==> config.mk <==
export PLATFORM = sky130hd
export DESIGN_NAME = time_set_ctrl_flat
export DESIGN_NICKNAME = d
export VERILOG_FILES = /design/src/rtl/time_set_ctrl_if.sv /design/src/rtl/time_set_ctrl.sv /design/src/flat_wrapper.sv
export SDC_FILE = /design/constraint.sdc
export NUM_CORES = 1
export LEC_CHECK = 0
export ABC_AREA = 1
export CAP_MARGIN = 15
export CORE_MARGIN = 4
export CORE_UTILIZATION = 40
export CTS_CLUSTER_DIAMETER = 50
export DETAILED_ROUTE_END_ITERATION = 10
export SYNTH_ARGS = -nofsm -noshare
export SYNTH_HDL_FRONTEND = slang
export SYNTH_SLANG_ARGS = --single-unit
==> constraint.sdc <==
create_clock -name clk -period 24.1 [get_ports clk]
set_clock_uncertainty 0.15 [all_clocks]
set_input_delay 7.23 -clock clk [delete_from_list [all_inputs] [get_ports clk]]
set_output_delay 7.23 -clock clk [all_outputs]
set_load 0.005 [all_outputs]
==> src/rtl/time_set_ctrl_if.sv <==
// rtl/time_set_ctrl_if.sv - live time in, edit status and load strobe out
interface time_set_ctrl_if;
  logic [7:0]  year;
  logic [7:0]  month;
  logic [7:0]  day;
  logic [7:0]  hour;
  logic [7:0]  minute;
  logic [7:0]  second;
  logic        set_time;
  logic [47:0] bin_time;
  logic        editing;
  logic [2:0]  edit_field;
  logic        blink;

  modport master (
    output year, month, day, hour, minute, second,
    input  set_time, bin_time, editing, edit_field, blink
  );

  modport slave (
    input  year, month, day, hour, minute, second,
    output set_time, bin_time, editing, edit_field, blink
  );
endinterface

==> src/rtl/time_set_ctrl.sv <==
// rtl/time_set_ctrl.sv - four-button time/date editor with debounce, timeout and commit strobe
module time_set_ctrl #(
  parameter int DEBOUNCE_CYCLES = 500000,
  parameter int TIMEOUT_SEC     = 30
) (
  input  logic           clk,
  input  logic           rst,
  input  logic           en_1hz,
  input  logic [3:0]     sw_in,
  time_set_ctrl_if.slave tif
);

  localparam int DBW = $clog2(DEBOUNCE_CYCLES + 1);
  localparam logic [DBW-1:0] DB_LAST = DBW'(DEBOUNCE_CYCLES - 1);
  localparam int IW = $clog2(TIMEOUT_SEC + 1);
  localparam logic [IW-1:0] IDLE_LAST = IW'(TIMEOUT_SEC - 1);

  typedef enum logic [2:0] {
    RUN, EDIT_YEAR, EDIT_MONTH, EDIT_DAY, EDIT_HOUR, EDIT_MIN, EDIT_SEC, COMMIT
  } state_t;

  function automatic logic [7:0] days_in_month(input logic [7:0] m, input logic [7:0] y);
    logic [7:0] d;
    case (m)
      8'd4, 8'd6, 8'd9, 8'd11: d = 8'd30;
      8'd2:                    d = (y[1:0] == 2'b00) ? 8'd29 : 8'd28;
      default:                 d = 8'd31;
    endcase
    return d;
  endfunction

  // Out-of-range values snap to the opposite end, so a bad live load still recovers.
  function automatic logic [7:0] step_wrap(input logic [7:0] v, input logic [7:0] lo,
                                           input logic [7:0] hi, input logic inc);
    logic [7:0] r;
    if (inc) r = (v >= hi || v < lo) ? lo : v + 8'd1;
    else     r = (v <= lo || v > hi) ? hi : v - 8'd1;
    return r;
  endfunction

  function automatic logic [7:0] clamp_day(input logic [7:0] d, input logic [7:0] dim);
    return (d > dim) ? dim : d;
  endfunction

  logic [3:0]     sync1, sync2, db_level, db_prev, armed;
  logic [1:0]     sync_fill;
  logic [DBW-1:0] db_cnt [4];
  logic [3:0]     press;

  // A button is armed only once seen released after reset, so a held key cannot fire.
  always_ff @(posedge clk or posedge rst) begin
    if (rst) begin
      sync1     <= '0;
      sync2     <= '0;
      sync_fill <= '0;
      armed     <= '0;
      db_level  <= '0;
      db_prev   <= '0;
      for (int i = 0; i < 4; i++) db_cnt[i] <= '0;
    end else begin
      sync1   <= sw_in;
      sync2   <= sync1;
      db_prev <= db_level;
      if (!sync_fill[1]) sync_fill <= sync_fill + 2'd1;
      else               armed     <= armed | ~sync2;
      for (int i = 0; i < 4; i++) begin
        if (sync2[i] == db_level[i]) begin
          db_cnt[i] <= '0;
        end else if (db_cnt[i] == DB_LAST) begin
          db_level[i] <= sync2[i];
          db_cnt[i]   <= '0;
        end else begin
          db_cnt[i] <= db_cnt[i] + 1'b1;
        end
      end
    end
  end

  assign press = db_level & ~db_prev & armed;

  logic p_mode, p_next, p_up, p_down, p_adj, any_press;
  assign p_mode    = press[3];
  assign p_next    = press[2];
  assign p_up      = press[1] & ~press[0];
  assign p_down    = press[0] & ~press[1];
  assign p_adj     = p_up | p_down;
  assign any_press = |press;

  state_t        state, state_n;
  logic [7:0]    sh_year, sh_month, sh_day, sh_hour, sh_min, sh_sec;
  logic [7:0]    yr_n, mo_n, dy_n, hr_n, mi_n, se_n;
  logic [IW-1:0] idle, idle_n;
  logic          blink, blink_n;
  logic          edit_n;
  logic [47:0]   bin_time;

  always_comb begin
    state_n = state;
    yr_n    = sh_year;
    mo_n    = sh_month;
    dy_n    = sh_day;
    hr_n    = sh_hour;
    mi_n    = sh_min;
    se_n    = sh_sec;
    case (state)
      RUN: begin
        if (p_mode) begin
          state_n = EDIT_YEAR;
          yr_n    = tif.year;
          mo_n    = tif.month;
          dy_n    = tif.day;
          hr_n    = tif.hour;
          mi_n    = tif.minute;
          se_n    = tif.second;
        end
      end
      COMMIT: state_n = RUN;
      default: begin
        if (p_mode) begin
          state_n = COMMIT;
        end else if (p_next) begin
          case (state)
            EDIT_YEAR:  state_n = EDIT_MONTH;
            EDIT_MONTH: state_n = EDIT_DAY;
            EDIT_DAY:   state_n = EDIT_HOUR;
            EDIT_HOUR:  state_n = EDIT_MIN;
            EDIT_MIN:   state_n = EDIT_SEC;
            default:    state_n = EDIT_YEAR;
          endcase
        end else if (p_adj) begin
          case (state)
            EDIT_YEAR: begin
              yr_n = step_wrap(sh_year, 8'd0, 8'd99, p_up);
              dy_n = clamp_day(sh_day, days_in_month(sh_month, yr_n));
            end
            EDIT_MONTH: begin
              mo_n = step_wrap(sh_month, 8'd1, 8'd12, p_up);
              dy_n = clamp_day(sh_day, days_in_month(mo_n, sh_year));
            end
            EDIT_DAY:  dy_n = step_wrap(sh_day, 8'd1, days_in_month(sh_month, sh_year), p_up);
            EDIT_HOUR: hr_n = step_wrap(sh_hour, 8'd0, 8'd23, p_up);
            EDIT_MIN:  mi_n = step_wrap(sh_min, 8'd0, 8'd59, p_up);
            default:   se_n = step_wrap(sh_sec, 8'd0, 8'd59, p_up);
          endcase
        end else if (en_1hz && idle == IDLE_LAST) begin
          state_n = RUN;
        end
      end
    endcase

    edit_n = (state_n != RUN) && (state_n != COMMIT);
    if (!edit_n || any_press) idle_n = '0;
    else if (en_1hz)          idle_n = idle + 1'b1;
    else                      idle_n = idle;
    if (!edit_n)        blink_n = 1'b0;
    else if (any_press) blink_n = 1'b1;
    else if (en_1hz)    blink_n = ~blink;
    else                blink_n = blink;
  end

  always_ff @(posedge clk or posedge rst) begin
    if (rst) begin
      state    <= RUN;
      sh_year  <= 8'd0;
      sh_month <= 8'd1;
      sh_day   <= 8'd1;
      sh_hour  <= 8'd0;
      sh_min   <= 8'd0;
      sh_sec   <= 8'd0;
      idle     <= '0;
      blink    <= 1'b0;
      bin_time <= '0;
    end else begin
      state    <= state_n;
      sh_year  <= yr_n;
      sh_month <= mo_n;
      sh_day   <= dy_n;
      sh_hour  <= hr_n;
      sh_min   <= mi_n;
      sh_sec   <= se_n;
      idle     <= idle_n;
      blink    <= blink_n;
      // Shadow is stable on the mode edge, so the load lines up with the COMMIT strobe.
      if (state_n == COMMIT)
        bin_time <= {sh_year, sh_month, sh_day, sh_hour, sh_min, sh_sec};
    end
  end

  logic [2:0] field;
  always_comb begin
    field = 3'd0;
    case (state)
      EDIT_MONTH: field = 3'd1;
      EDIT_DAY:   field = 3'd2;
      EDIT_HOUR:  field = 3'd3;
      EDIT_MIN:   field = 3'd4;
      EDIT_SEC:   field = 3'd5;
      default:    field = 3'd0;
    endcase
  end

  assign tif.set_time   = (state == COMMIT);
  assign tif.editing    = (state != RUN) && (state != COMMIT);
  assign tif.edit_field = field;
  assign tif.blink      = blink;
  assign tif.bin_time   = bin_time;

endmodule

==> src/flat_wrapper.sv <==
// flat-port wrapper written by rule: the top's interface ports become plain ports
module time_set_ctrl_flat 
#(
  parameter int DEBOUNCE_CYCLES = 500000,
  parameter int TIMEOUT_SEC     = 30
)
  (clk, rst, en_1hz, sw_in, tif_year, tif_month, tif_day, tif_hour, tif_minute, tif_second, tif_set_time, tif_bin_time, tif_editing, tif_edit_field, tif_blink);
  time_set_ctrl_if tif_i ();
  input  logic clk;
  input  logic rst;
  input  logic en_1hz;
  input  logic [3:0] sw_in;
  input wire logic [$bits(tif_i.year)-1:0] tif_year;
  input wire logic [$bits(tif_i.month)-1:0] tif_month;
  input wire logic [$bits(tif_i.day)-1:0] tif_day;
  input wire logic [$bits(tif_i.hour)-1:0] tif_hour;
  input wire logic [$bits(tif_i.minute)-1:0] tif_minute;
  input wire logic [$bits(tif_i.second)-1:0] tif_second;
  output wire logic [$bits(tif_i.set_time)-1:0] tif_set_time;
  output wire logic [$bits(tif_i.bin_time)-1:0] tif_bin_time;
  output wire logic [$bits(tif_i.editing)-1:0] tif_editing;
  output wire logic [$bits(tif_i.edit_field)-1:0] tif_edit_field;
  output wire logic [$bits(tif_i.blink)-1:0] tif_blink;
  assign tif_i.year = tif_year;
  assign tif_i.month = tif_month;
  assign tif_i.day = tif_day;
  assign tif_i.hour = tif_hour;
  assign tif_i.minute = tif_minute;
  assign tif_i.second = tif_second;
  assign tif_set_time = tif_i.set_time;
  assign tif_bin_time = tif_i.bin_time;
  assign tif_editing = tif_i.editing;
  assign tif_edit_field = tif_i.edit_field;
  assign tif_blink = tif_i.blink;
  time_set_ctrl #(.DEBOUNCE_CYCLES(DEBOUNCE_CYCLES), .TIMEOUT_SEC(TIMEOUT_SEC)) u_core (.clk(clk), .rst(rst), .en_1hz(en_1hz), .sw_in(sw_in), .tif(tif_i));
endmodule
==> impl_metrics.toml <==
[clock_tree]
cts-root-buf = "clkbuf_16"
cts_made_buffers = 27
cts_tree = "done"
clock_path_buffers = 3
post_cts_resized = 0
cts.sinks = 203
htree_levels = 1
clk_pin_slew_ps = 60
hold_buffers = 0
cts_setup_buffers = 0
clock_latency_ps = 540

[layout]
fillers = 2753
multi_input_area_mm2 = 0.00549
nets = 1629
drive_gt1_share_pct = 7.37
fin_cells = 1939
utilization_pct = 49.1
finalInstanceArea_mm2 = 0.0137
seqCellArea_mm2 = 0.00508
syn_to_final_growth_pct = 19.9

[global_route]
grt_pass1_wl_um = 47400
grt_usage_pct = 17.9
antenna_found_initial = 1
grt_start_max_net_pins = 125
grt_pass1_vias = 9805
grt_overflow = 0

[timing]
final-setup-viol-count = 0
period_share_pct = 40.8
worst_pin_slew_ps = 1060
finalHoldViolCount = 0
max_slew_margin_pct = 29.5
rsz0062_at_grt = "no"
setup_tns_ps = 0
min_period_ps = 9830
slew_viol_final = 0
fmax_mhz = 102

[synthesis]
yosys-top-cells-count = "265 x nand2_1, 201 x dfrtp_1, 162 x inv_1, 153 x nor2_1, 109 x o21ai_0"
yosysTopAreaCell = "dfrtp_1"
syn_area_mm2 = 0.0115
synthTopCellsByArea = "dfrtp_1 44%, nand2_1 8.7%, inv_1 5.3%"
yosys_register_bits = 203
synth_edf_count = 0
synth_most_common_cell = "nand2_1"
yosysWarnings = 0
syn_inst = 1441
synth_top_area_share_pct = 43.9
synth_cell_types = 51
syn-num-nets = 1529
async_flop_share_pct = 100
ys.flop_type = "dfrtp_1"
syn-mean-instance-area_um2 = 7.95
yosysSeqAreaShare_pct = 44.3

[place]
placed_area_mm2 = 0.0128
portBuffers = 108
dp.cells = 1890
gp_congestion = 0.881
place_hpwl_um = 19600

[route]
ant_nets = 0
drtPass1Iterations = 5
wl_per_cell_um = 14.4
drt_iter0_markers = 545
drc = 0
num_vias = 9891
vias_per_cell = 5.10
routed_wl_um = 27900

[status]
status = "completed"

[setup_path]
path_max_fanout = 9
cp.required_ps = 16720
crit_arrival_ps = 2450
crit_type = "flop to output pin"
critPathLaunchType = "flop"
crit_path_end_kind = "output pin"

[floorplanning]
rows = 61
start_util_pct = 40.9
die_x_um = 177
num_io_pins = 109
dieArea_mm2 = 0.0314
core_mm2 = 0.0280
die_h_um = 177

[hold_path]
hold_path.class = "flop to flop"

[power_and_ir_drop]
power_uw = 1110
vdd_drop_max_mv = 0.0433
leakagePower_uw = 0.00612
power.density_mw_per_mm2 = 80.8

[job]
max_cap_viol_count = 0
[sequential cells by signal (all words and copies together) (netlist names)]
name / flops
u_core.db_cnt: 76
u_core.tif.bin_time: 48
u_core.sh_day: 8
u_core.sh_hour: 8
u_core.sh_min: 8
u_core.sh_month: 8
u_core.sh_sec: 8
u_core.sh_year: 8
u_core.idle: 5
u_core.armed: 4
u_core.db_level: 4
u_core.db_prev: 4
u_core.sync1: 4
u_core.sync2: 4
u_core.state: 3
u_core.sync_fill: 2
u_core.tif.blink: 1
[metal layers]
metal,track usage (%),vias to the layer above,routed length [um]
li1,-,4994,-
met4,5.61,0,902
met1,24.7,4627,12900
met5,0,-,0
met2,28.9,216,12600
met3,3.12,54,1470
[through the flow]
| stage | setup WS (ps) | hold slack [ps] |
|---|---|---|
| finish | 14270 | 198 |
| global route | 14120 | 226 |
| CTS | 14260 | 199 |
| detailed placement | 14110 | 185 |
| global placement | 14230 | 186 |
| floorplan | 11180 | 181 |
[cell type report]
cell class / count / share of cell area (%)
Tap cell: 378 / 3.44
Inverter: 174 / 4.83
Clock buffer: 33 / 5.37
Sequential cell: 203 / 37.0
Clock inverter: 15 / 1.28
Antenna cell: 1 / 0.0182
Multi-Input combinational cell: 1023 / 40.0
Timing Repair Buffer: 112 / 8.09
[worst max-delay path: stages (launching register included)]
cell	delay, ps
dfrtp_1	610
nand2_2	150
nor2_1	260
inv_1	160
o21ai_0	140
clkdlybuf4s50_1	590
[kinds of logic (layout without fill, tap and decap cells)]
kind of cell,count (synthesis),count (layout),synth area share [%]
DFF,203,203,44.3
buffers and inverters,215,334,7.80
and+or+nand+nor,639,639,25.9
xor gates and xnor gates,52,52,3.97
other,0,1,0
muxes,3,3,0.295
AOI/OAI and AO/OA,296,296,14.1
adders and majority gates,33,33,3.60
[final timing paths]
path / startpoint / slack [ps] / cells past startpoint / end
worst min-delay path: u_core.sync1[3] / 200 / 0 / u_core.sync2[3]
min in group asynchronous: rst / 7100 / 2 / u_core.db_cnt[64]
max in group asynchronous: rst / 15180 / 3 / u_core.tif.bin_time[18]
worst min register to register: u_core.sync1[3] / 200 / 0 / u_core.sync2[3]
worst max register to register: u_core.sh_month[0] / 20320 / 20 / u_core.sh_day[3]
worst max-delay path: u_core.state[0] / 14270 / 5 / tif_edit_field[1]
[power breakdown]
| group | leakage (uW) | switching (uW) | internal [uW] |
|---|---|---|---|
| sequential | 0.00264 | 53.4 | 384 |
| combinational | 0.00303 | 173 | 96.3 |
| clock | 0.000445 | 152 | 250 |
[layout by cell type (no fill, tap or decap), drive strengths merged, types with 34 or more instances in the layout]
master,n
inv,178
xor2,43
nand3,98
clkdlybuf4s50,108
nand2,272
a21oi,76
nand4,35
nor3,34
o21ai,161
nor2,166
dfrtp,201
Power figures use the tool's default switching activity.
